## src/rtl/alu_wide_seq_if.sv

```systemverilog
// Bundle between the control path, the wide ALU sequencer and the shared 8-bit ALU.
// Latency: none (wires only).
// Backpressure: none; the control side watches busy/done before issuing a new start.
//   Ports:
//   control  start/cmd/opa/opb/carry_in/abort  -> sequencer
//   status   busy/done/result/carry_out/zero_out <- sequencer
//   alu      alu_a/alu_b/alu_op/alu_funct/alu_sc_in <- sequencer, alu_out/alu_sc_out -> sequencer
interface alu_wide_seq_if #(
    parameter int NBYTES = 2
);
    localparam int W = 8 * NBYTES;

    logic         start;
    logic [1:0]   cmd;
    logic [W-1:0] opa;
    logic [W-1:0] opb;
    logic         carry_in;
    logic         abort;
    logic         busy;
    logic         done;
    logic [W-1:0] result;
    logic         carry_out;
    logic         zero_out;
    logic [7:0]   alu_a;
    logic [7:0]   alu_b;
    logic [1:0]   alu_op;
    logic [1:0]   alu_funct;
    logic         alu_sc_in;
    logic [7:0]   alu_out;
    logic         alu_sc_out;

    // Environment side: control path plus the shared ALU.
    modport master (
        output start, cmd, opa, opb, carry_in, abort, alu_out, alu_sc_out,
        input  busy, done, result, carry_out, zero_out,
        input  alu_a, alu_b, alu_op, alu_funct, alu_sc_in
    );

    // Sequencer side.
    modport slave (
        input  start, cmd, opa, opb, carry_in, abort, alu_out, alu_sc_out,
        output busy, done, result, carry_out, zero_out,
        output alu_a, alu_b, alu_op, alu_funct, alu_sc_in
    );
endinterface

```

## src/rtl/alu_wide_seq.sv

```systemverilog
// Byte-serial sequencer running NBYTES-wide ADD/RSH/XOR/AND on a shared 8-bit ALU.
// Latency: done pulses NBYTES edges after the edge that samples start.
// Backpressure: start ignored while busy; abort cancels a running op without done.
//   Ports: clk, rst (async active-high), bus (alu_wide_seq_if.slave: control,
//   status and the ALU drive/return signals).
module alu_wide_seq #(
    parameter int         NBYTES = 2,
    parameter logic [3:0] P_ADD  = 4'b0000,
    parameter logic [3:0] P_RSH  = 4'b0001,
    parameter logic [3:0] P_XOR  = 4'b0010,
    parameter logic [3:0] P_AND  = 4'b0011,
    parameter logic [3:0] P_NOP  = 4'b1111
) (
    input  logic           clk,
    input  logic           rst,
    alu_wide_seq_if.slave  bus
);
    localparam int              W    = 8 * NBYTES;
    localparam int              IW   = $clog2(NBYTES);
    localparam logic [IW-1:0]   LAST = IW'(NBYTES - 1);

    localparam logic [1:0] C_ADD = 2'b00;
    localparam logic [1:0] C_RSH = 2'b01;
    localparam logic [1:0] C_XOR = 2'b10;

    typedef enum logic [1:0] {S_IDLE, S_RUN, S_DONE} state_t;

    state_t         state, state_nx;
    logic [IW-1:0]  idx;
    logic           chain;
    logic [1:0]     cmd_r;
    logic [W-1:0]   opa_r;
    logic [W-1:0]   opb_r;
    logic [W-1:0]   work;

    logic [IW-1:0]  bsel;
    logic [3:0]     code;
    logic [W-1:0]   work_nx;
    logic           chain_nx;
    logic           load;
    logic           step;
    logic           last_step;

    assign load      = (state != S_RUN) && bus.start;
    assign step      = (state == S_RUN) && !bus.abort;
    assign last_step = (idx == LAST);

    // ---------------- FSM: state register ----------------
    always_ff @(posedge clk or posedge rst) begin
        if (rst) state <= S_IDLE;
        else     state <= state_nx;
    end

    // ---------------- FSM: next state ----------------
    always_comb begin
        state_nx = state;
        case (state)
            S_IDLE:  if (bus.start) state_nx = S_RUN;
            S_RUN: begin
                if (bus.abort)      state_nx = S_IDLE;
                else if (last_step) state_nx = S_DONE;
            end
            S_DONE:  state_nx = bus.start ? S_RUN : S_IDLE;
            default: state_nx = S_IDLE;
        endcase
    end

    // ---------------- byte selection and chain ----------------
    // RSH walks MSB first so each byte's bit0 becomes the next lower byte's bit7.
    always_comb begin
        bsel = (cmd_r == C_RSH) ? (LAST - idx) : idx;
        case (cmd_r)
            C_ADD:   code = P_ADD;
            C_RSH:   code = P_RSH;
            C_XOR:   code = P_XOR;
            default: code = P_AND;
        endcase
        work_nx = work;
        work_nx[int'(bsel) * 8 +: 8] = bus.alu_out;
        // Logic ops never produce a carry; ignore whatever the ALU reports.
        chain_nx = cmd_r[1] ? 1'b0 : bus.alu_sc_out;
    end

    // ---------------- FSM: outputs ----------------
    always_comb begin
        bus.busy      = (state == S_RUN);
        bus.done      = (state == S_DONE);
        bus.alu_a     = 8'h00;
        bus.alu_b     = 8'h00;
        bus.alu_sc_in = 1'b0;
        {bus.alu_op, bus.alu_funct} = P_NOP;
        if (state == S_RUN) begin
            bus.alu_a     = opa_r[int'(bsel) * 8 +: 8];
            bus.alu_b     = opb_r[int'(bsel) * 8 +: 8];
            bus.alu_sc_in = chain;
            {bus.alu_op, bus.alu_funct} = code;
        end
    end

    // ---------------- datapath ----------------
    always_ff @(posedge clk or posedge rst) begin
        if (rst) begin
            idx           <= '0;
            chain         <= 1'b0;
            cmd_r         <= 2'b00;
            opa_r         <= '0;
            opb_r         <= '0;
            work          <= '0;
            bus.result    <= '0;
            bus.carry_out <= 1'b0;
            bus.zero_out  <= 1'b1;
        end else if (load) begin
            opa_r <= bus.opa;
            opb_r <= bus.opb;
            cmd_r <= bus.cmd;
            idx   <= '0;
            work  <= '0;
            chain <= bus.cmd[1] ? 1'b0 : bus.carry_in;
        end else if (step) begin
            work  <= work_nx;
            chain <= chain_nx;
            idx   <= last_step ? '0 : idx + 1'b1;
            // Status outputs change together, only on a completed op.
            if (last_step) begin
                bus.result    <= work_nx;
                bus.carry_out <= chain_nx;
                bus.zero_out  <= (work_nx == '0);
            end
        end
    end
endmodule
```

## src/flat_wrapper.sv

```systemverilog
// flat-port wrapper written by rule: the top's interface ports become plain ports
module alu_wide_seq_flat 
#(
    parameter int         NBYTES = 2,
    parameter logic [3:0] P_ADD  = 4'b0000,
    parameter logic [3:0] P_RSH  = 4'b0001,
    parameter logic [3:0] P_XOR  = 4'b0010,
    parameter logic [3:0] P_AND  = 4'b0011,
    parameter logic [3:0] P_NOP  = 4'b1111
)
  (clk, rst, bus_start, bus_cmd, bus_opa, bus_opb, bus_carry_in, bus_abort, bus_alu_out, bus_alu_sc_out, bus_busy, bus_done, bus_result, bus_carry_out, bus_zero_out, bus_alu_a, bus_alu_b, bus_alu_op, bus_alu_funct, bus_alu_sc_in);
  alu_wide_seq_if #(.NBYTES(NBYTES)) bus_i ();
  input  logic clk;
  input  logic rst;
  input wire logic [$bits(bus_i.start)-1:0] bus_start;
  input wire logic [$bits(bus_i.cmd)-1:0] bus_cmd;
  input wire logic [$bits(bus_i.opa)-1:0] bus_opa;
  input wire logic [$bits(bus_i.opb)-1:0] bus_opb;
  input wire logic [$bits(bus_i.carry_in)-1:0] bus_carry_in;
  input wire logic [$bits(bus_i.abort)-1:0] bus_abort;
  input wire logic [$bits(bus_i.alu_out)-1:0] bus_alu_out;
  input wire logic [$bits(bus_i.alu_sc_out)-1:0] bus_alu_sc_out;
  output wire logic [$bits(bus_i.busy)-1:0] bus_busy;
  output wire logic [$bits(bus_i.done)-1:0] bus_done;
  output wire logic [$bits(bus_i.result)-1:0] bus_result;
  output wire logic [$bits(bus_i.carry_out)-1:0] bus_carry_out;
  output wire logic [$bits(bus_i.zero_out)-1:0] bus_zero_out;
  output wire logic [$bits(bus_i.alu_a)-1:0] bus_alu_a;
  output wire logic [$bits(bus_i.alu_b)-1:0] bus_alu_b;
  output wire logic [$bits(bus_i.alu_op)-1:0] bus_alu_op;
  output wire logic [$bits(bus_i.alu_funct)-1:0] bus_alu_funct;
  output wire logic [$bits(bus_i.alu_sc_in)-1:0] bus_alu_sc_in;
  assign bus_i.start = bus_start;
  assign bus_i.cmd = bus_cmd;
  assign bus_i.opa = bus_opa;
  assign bus_i.opb = bus_opb;
  assign bus_i.carry_in = bus_carry_in;
  assign bus_i.abort = bus_abort;
  assign bus_i.alu_out = bus_alu_out;
  assign bus_i.alu_sc_out = bus_alu_sc_out;
  assign bus_busy = bus_i.busy;
  assign bus_done = bus_i.done;
  assign bus_result = bus_i.result;
  assign bus_carry_out = bus_i.carry_out;
  assign bus_zero_out = bus_i.zero_out;
  assign bus_alu_a = bus_i.alu_a;
  assign bus_alu_b = bus_i.alu_b;
  assign bus_alu_op = bus_i.alu_op;
  assign bus_alu_funct = bus_i.alu_funct;
  assign bus_alu_sc_in = bus_i.alu_sc_in;
  alu_wide_seq #(.NBYTES(NBYTES), .P_ADD(P_ADD), .P_RSH(P_RSH), .P_XOR(P_XOR), .P_AND(P_AND), .P_NOP(P_NOP)) u_core (.clk(clk), .rst(rst), .bus(bus_i));
endmodule
```

## config.mk

```make
export PLATFORM = sky130hd
export DESIGN_NAME = alu_wide_seq_flat
export DESIGN_NICKNAME = d
export VERILOG_FILES = /design/src/rtl/alu_wide_seq_if.sv /design/src/rtl/alu_wide_seq.sv /design/src/flat_wrapper.sv
export SDC_FILE = /design/constraint.sdc
export NUM_CORES = 1
export LEC_CHECK = 0
export CORE_AREA = 8 8 102 113
export DETAILED_ROUTE_END_ITERATION = 12
export DIE_AREA = 0 0 110 121
export HOLD_SLACK_MARGIN = 0.06
export PLACE_DENSITY = 0.61
export SLEW_MARGIN = 20
export SYNTH_ARGS = -nofsm -noshare
export SYNTH_HDL_FRONTEND = slang
export SYNTH_SLANG_ARGS = --single-unit
```

## constraint.sdc

```tcl
create_clock -name clk -period 2.6 [get_ports clk]
set_input_delay 0.26 -clock clk [delete_from_list [all_inputs] [get_ports clk]]
set_output_delay 0.26 -clock clk [all_outputs]
set_load 0.03 [all_outputs]
```

==> metrics.txt, run 1 <==
antenna violations before repair 0; placed cell count between 500 and 600; largest net degree at the start of global routing 38; P_leak 0.001876 uW; Slew HR 53.22%; Critical Path Start Type flip-flop; port bufs a little under 90; Cell Area, Placed 4249 um^2; DR WL/cell ~16 um; Slew @ Worst Pin around 0.7 ns; Die W approximately 110 um; Final setup viols 0; Setup CP Type reg2out; number of global-route vias before repair roughly 2.8k; Post-synth EDFFs 0; Critical Path RT 2.34 ns; Synth top cells by count 85 x nand2_1, 71 x dfrtp_1, 35 x mux2_2; Starting Density 34.04%; number of max-cap violations 0; number of synthesized register bits just over 70; Netlist cell types 33; clock buffer depth 2; Num CTS Buffers 9; CP max stage delay between 0.5 and 0.6 ns; crit-path cells and2b_4 > xor2_4 > nand2_1 > a21oi_1 > buf_4; Crit path depth 5; most used standard cell by instance count after synthesis nand2_1; ys async rst share between 90% and 100%; GR Util All Layers 13.62%; share of layout cells above drive strength 1 19.18%; Post-CTS Setup Repair Bufs 0; element type at the critical path end output port; global-route wire length before repair 14,280 um; synthesized area per cell 10.11 um^2; crit path max fanout 22; Yosys top cell area share around 54%; DRT iter0 DRCs about 120; vias per cell 4.994; leading area contributor after synthesis dfrtp_1; Power Dens Cells 1283 nW/um^2; hold bufs inserted after CTS 0; drt pass-1 iters 4; Core Area around 9700 um^2; P&R area growth vs syn 35.83%; final count of pins violating max slew 0; Routed Antenna Nets 0; nets@finish 460; CTS resizes 0; Synth Flop Type dfrtp_1; Yosys warning count 0; Setup TNS 0 ns; CTS Root Cell clkbuf_8; Rows 38; DR vias about 2.7k; die height between 100 and 150 um; slowest CP cell xor2_4; Period Utilization, post-route just over 90%; worst path bufs/invs 1; RSZ-0062 raised after global routing false; DRC violations left 0; Reg2Reg Depth 5; status complete, no violations; Final Instance Count excl. Fillers 537; CTS Sinks 72; H-tree depth 3; total congestion overflow 0; Skew-Pair Late Insertion Delay approximately 0.34 ns; Finished Cell Area around 4500 um^2; Hold WC Path Type in2async; I/O pin cnt 89; Fmax slightly above 400 MHz; sequential-to-total area share from yosys stat a little over half; clock-pin slew of the registers on the worst-case setup and hold paths around 0.07 ns; overall power ~5700 uW; Post-Syn Nets between 300 and 400; CTS tree done; worst hold slack about 0.33 ns; clock skew between 0.008 and 0.009 ns; Synth Instances 325; routability cong. 0.7533; Die ar. 13,310 um^2; Fin. Hold Viols 0; Crit path max-delay family XOR/XNOR gates; Mapped Area approximately 3300 um^2; peak supply drop 0.0005984 V; top cells by area, synth dfrtp_1 54%, mux2_2 12%, nand2_1 9.7%, a31oi_1 2.9%, o21ai_0 2.7%; worst path arrival time about 2.2 ns; WL final 8787 um; DPL Wire Length approximately 6400 um; # diodes 0; Tmin final about 2.4 ns
[where the power goes]
| group | switching (uW) | total [uW] | internal, uW | leakage [uW] |
|---|---|---|---|---|
| clock | 395 | 962 | 567 | 0.000108 |
| combinational | 1720 | 2880 | 1150 | 0.000895 |
| sequential | 305 | 1890 | 1580 | 0.000874 |
| total | 2420 | 5730 | 3300 | 0.00188 |
[sequential cells by signal (all words and copies together) (netlist names)]
signal                cells
u_core.idx                1
u_core.bus.result        16
u_core.bus.carry_out      1
u_core.opa_r             16
u_core.opb_r             16
u_core.cmd_r              2
u_core.chain              1
u_core.state              2
u_core.bus.zero_out       1
u_core.work              16
[per-layer routing]
layer	up-vias	GRT usage (%)	share of wire, %
li1	1286	-	-
met4	0	5.664	1.9
met1	1273	16.07	42
met3	16	4.835	9.0
met5	-	0	0
met2	107	21.83	47
[layout make-up]
class,instances,area (um^2)
Multi-Input combinational cell,229,1371
Timing Repair Buffer,95,905.9
Fill cell,954,5189
Clock buffer,13,148.9
Tap cell,120,150.1
Sequential cell,72,1803
Clock inverter,3,65.06
Inverter,5,18.77
[cell usage in the layout (no fill, tap or decap), types with 2 or more instances in the layout]
cell | synthesis | routed
nand2_1 | 85 | 85
clkdlybuf4s50_1 | 0 | 72
dfrtp_1 | 71 | 71
mux2_2 | 35 | 35
buf_4 | 8 | 22
o21ai_0 | 18 | 18
nor2_1 | 17 | 17
nand3_1 | 17 | 17
a21oi_1 | 17 | 17
a31oi_1 | 15 | 15
clkbuf_8 | 0 | 10
nand2b_1 | 4 | 4
nor4_1 | 4 | 4
inv_2 | 2 | 3
clkbuf_1 | 5 | 3
inv_1 | 3 | 2
nand3b_1 | 2 | 2
bufinv_16 | 0 | 2
[cells by family after synthesis]
kind of cell	synth area share [%]
AO/OA/AOI/OAI	9.025
XOR/XNOR	0.9904
buffers and inverters	4.075
flip-flops	54.87
multiplexers	12.30
AND/OR/NAND/NOR	18.74
[metrics by stage]
step / setup slack, ns / utilization (%)
floorplan: 0.5167 / -
global placement: 0.5730 / 44.02
detailed placement: 0.5263 / 44.02
CTS: 0.1517 / 46.24
global route: 0.05738 / 46.24
finish: 0.1902 / 46.24
[path summary, 6_finish.rpt]
kind                                     startpoint                    to  slack [ns]
worst min register to register  u_core.bus.zero_out   u_core.bus.zero_out        0.49
max in group asynchronous                       rst       u_core.opb_r[2]        1.56
min in group clk                u_core.bus.zero_out   u_core.bus.zero_out        0.49
worst min-delay path                            rst       u_core.opa_r[0]        0.33
worst max register to register      u_core.cmd_r[1]  u_core.bus.result[3]        0.59
worst max-delay path                u_core.cmd_r[1]          bus_alu_a[6]        0.19
(Power assumes the default switching activity.)
==> run 2: changes to the inputs <==
==> constraint.sdc (replaced) <==
create_clock -name clk -period 2.55 [get_ports clk]
set_input_delay 0.255 -clock clk [delete_from_list [all_inputs] [get_ports clk]]
set_output_delay 0.255 -clock clk [all_outputs]
set_load 0.03 [all_outputs]
==> metrics.txt, run 2 (synthesis results as in run 1) <==
status complete, no violations; Post-CTS Setup Repair Bufs 0; Tmin final around 2.3 ns; DRT iter0 DRCs between 60 and 70; Slew HR slightly below 60%; worst path arrival time between 2 and 2.5 ns; switching pwr 2495 uW; Setup CP Type reg2out; Hold WC Path Type in2async; Finished Cell Area roughly 4500 um^2; share of layout cells above drive strength 1 between 20 and 25%; routability cong. about 0.8; Reg2Reg Depth 5; number of max-cap violations 0; drt pass-1 iters 4; DPL Wire Length 6172 um; Skew-Pair Late Insertion Delay around 0.34 ns; overall power approximately 5900 uW; Die ar. 13,310 um^2; global-route wire length before repair roughly 14,000 um; Die W ~110 um; Setup TNS 0 ns; placed cell count ~520; element type at the critical path end output port; Sw Ratio a little over two fifths; vias per cell roughly 5.0; die height ~120 um; Fmax 431.1 MHz; clock buffer depth 2; commonest cells after routing, fill and taps aside 85 x nand2_1, 72 x clkdlybuf4s50_1, 71 x dfrtp_1; clock-pin slew of the registers on the worst-case setup and hold paths roughly 0.080 ns; largest net degree at the start of global routing 38; final count of pins violating max slew 0; antenna violations before repair 0; peak supply drop 0.0005570 V; Final Instance Count excl. Fillers ~540; Starting Density 34.04%; WL final just under 9000 um; Fin. Hold Viols 0; number of global-route vias before repair around 2.8k; Comb power frac 49.6%; CTS Sinks just over 70; Routed Antenna Nets 0; Power Dens Cells 1315 nW/um^2; CTS Root Cell clkbuf_8; P_leak between 0.0015 and 0.002 uW; hold bufs inserted after CTS 0; I/O pin cnt 89; Num CTS Buffers 9; Internal Pwr Total about 3400 uW; Core Area 9652 um^2; # diodes 0; total congestion overflow 0; Rows 38; filler instances a little over 900; Period Utilization, post-route 90.96%; worst hold slack between 0.2 and 0.3 ns; Flop pwr share between 30 and 40%; CTS tree done; port bufs 88; P&R area growth vs syn 37.13%; CTS resizes 0; Critical Path Start Type flip-flop; H-tree depth 3; most common cell after layout, fill and taps aside nand2_1; DR vias between 2k and 3k; Final setup viols 0; DRC violations left 0; Slew @ Worst Pin around 0.64 ns; Cell Area, Placed between 4000 and 5000 um^2; Critical Path RT around 2.3 ns; clock skew 0.006707 ns; RSZ-0062 raised after global routing false; DR WL/cell between 15 and 20 um; GR Util All Layers 13.57%; nets@finish 461; clock power share 17.9%; crit path max fanout 11
## run 2: final timing paths
kind	endpoint	start	slack [ns]
worst max-delay path	bus_alu_b[2]	u_core.cmd_r[1]	0.23
worst min-delay path	u_core.bus.result[15]	rst	0.25
worst max register to register	u_core.bus.result[7]	u_core.cmd_r[1]	0.60
worst min register to register	u_core.bus.zero_out	u_core.bus.zero_out	0.48
max in group asynchronous	u_core.bus.result[4]	rst	1.64
min in group clk	u_core.bus.zero_out	u_core.bus.zero_out	0.48
## run 2: layout make-up
cell class	count	area (um^2)	share of cell area [%]
Multi-Input combinational cell	230	1388	30.80
Sequential cell	72	1803	40.02
Clock buffer	12	165.2	3.666
Inverter	5	18.77	0.4166
Clock inverter	4	75.07	1.666
Timing Repair Buffer	95	905.9	20.11
Tap cell	120	150.1	3.332
## run 2: per-layer routing
layer | up-vias | track usage, % | routed length, um | share of wire (%)
met4 | 0 | 6.171 | 165 | 1.9
met3 | 13 | 4.516 | 725 | 8.3
li1 | 1283 | - | - | -
met1 | 1284 | 16.48 | 3828 | 44
met2 | 88 | 21.19 | 3967 | 46
met5 | - | 0 | 0 | 0
## run 2: power groups by stage
stage	combinational [uW]	clock, uW	sequential, uW
finish	2940	1060	1930
global route	3200	1140	2000
CTS	2970	1090	1920
detailed placement	2970	0	1940
global placement	2930	0	1920
floorplan	1720	0	2130
## run 2: worst max-delay path: stages, from the launching register on
cell     delay (ns)
dfrtp_1        0.40
and2b_4        0.36
xor2_2         0.51
nand2_1        0.11
a21oi_1        0.16
buf_4          0.18
## run 2: stage by stage
stage | util [%] | setup WS, ns
global route | 46.68 | 0.07711
finish | 46.68 | 0.2305
global placement | 44.02 | 0.5198
floorplan | - | 0.4717
CTS | 46.51 | 0.1082
detailed placement | 44.02 | 0.4867
==> run 3: changes to the inputs <==
--- a/config.mk
+++ b/config.mk
@@ -5,6 +5,7 @@
 export SDC_FILE = /design/constraint.sdc
 export NUM_CORES = 1
 export LEC_CHECK = 0
+export CAP_MARGIN = 0
 export CORE_AREA = 8 8 102 113
 export DETAILED_ROUTE_END_ITERATION = 12
 export DIE_AREA = 0 0 110 121
==> results of run 3 <==
Same layout as run 2: the final DEF is identical, and so are final timing and power.
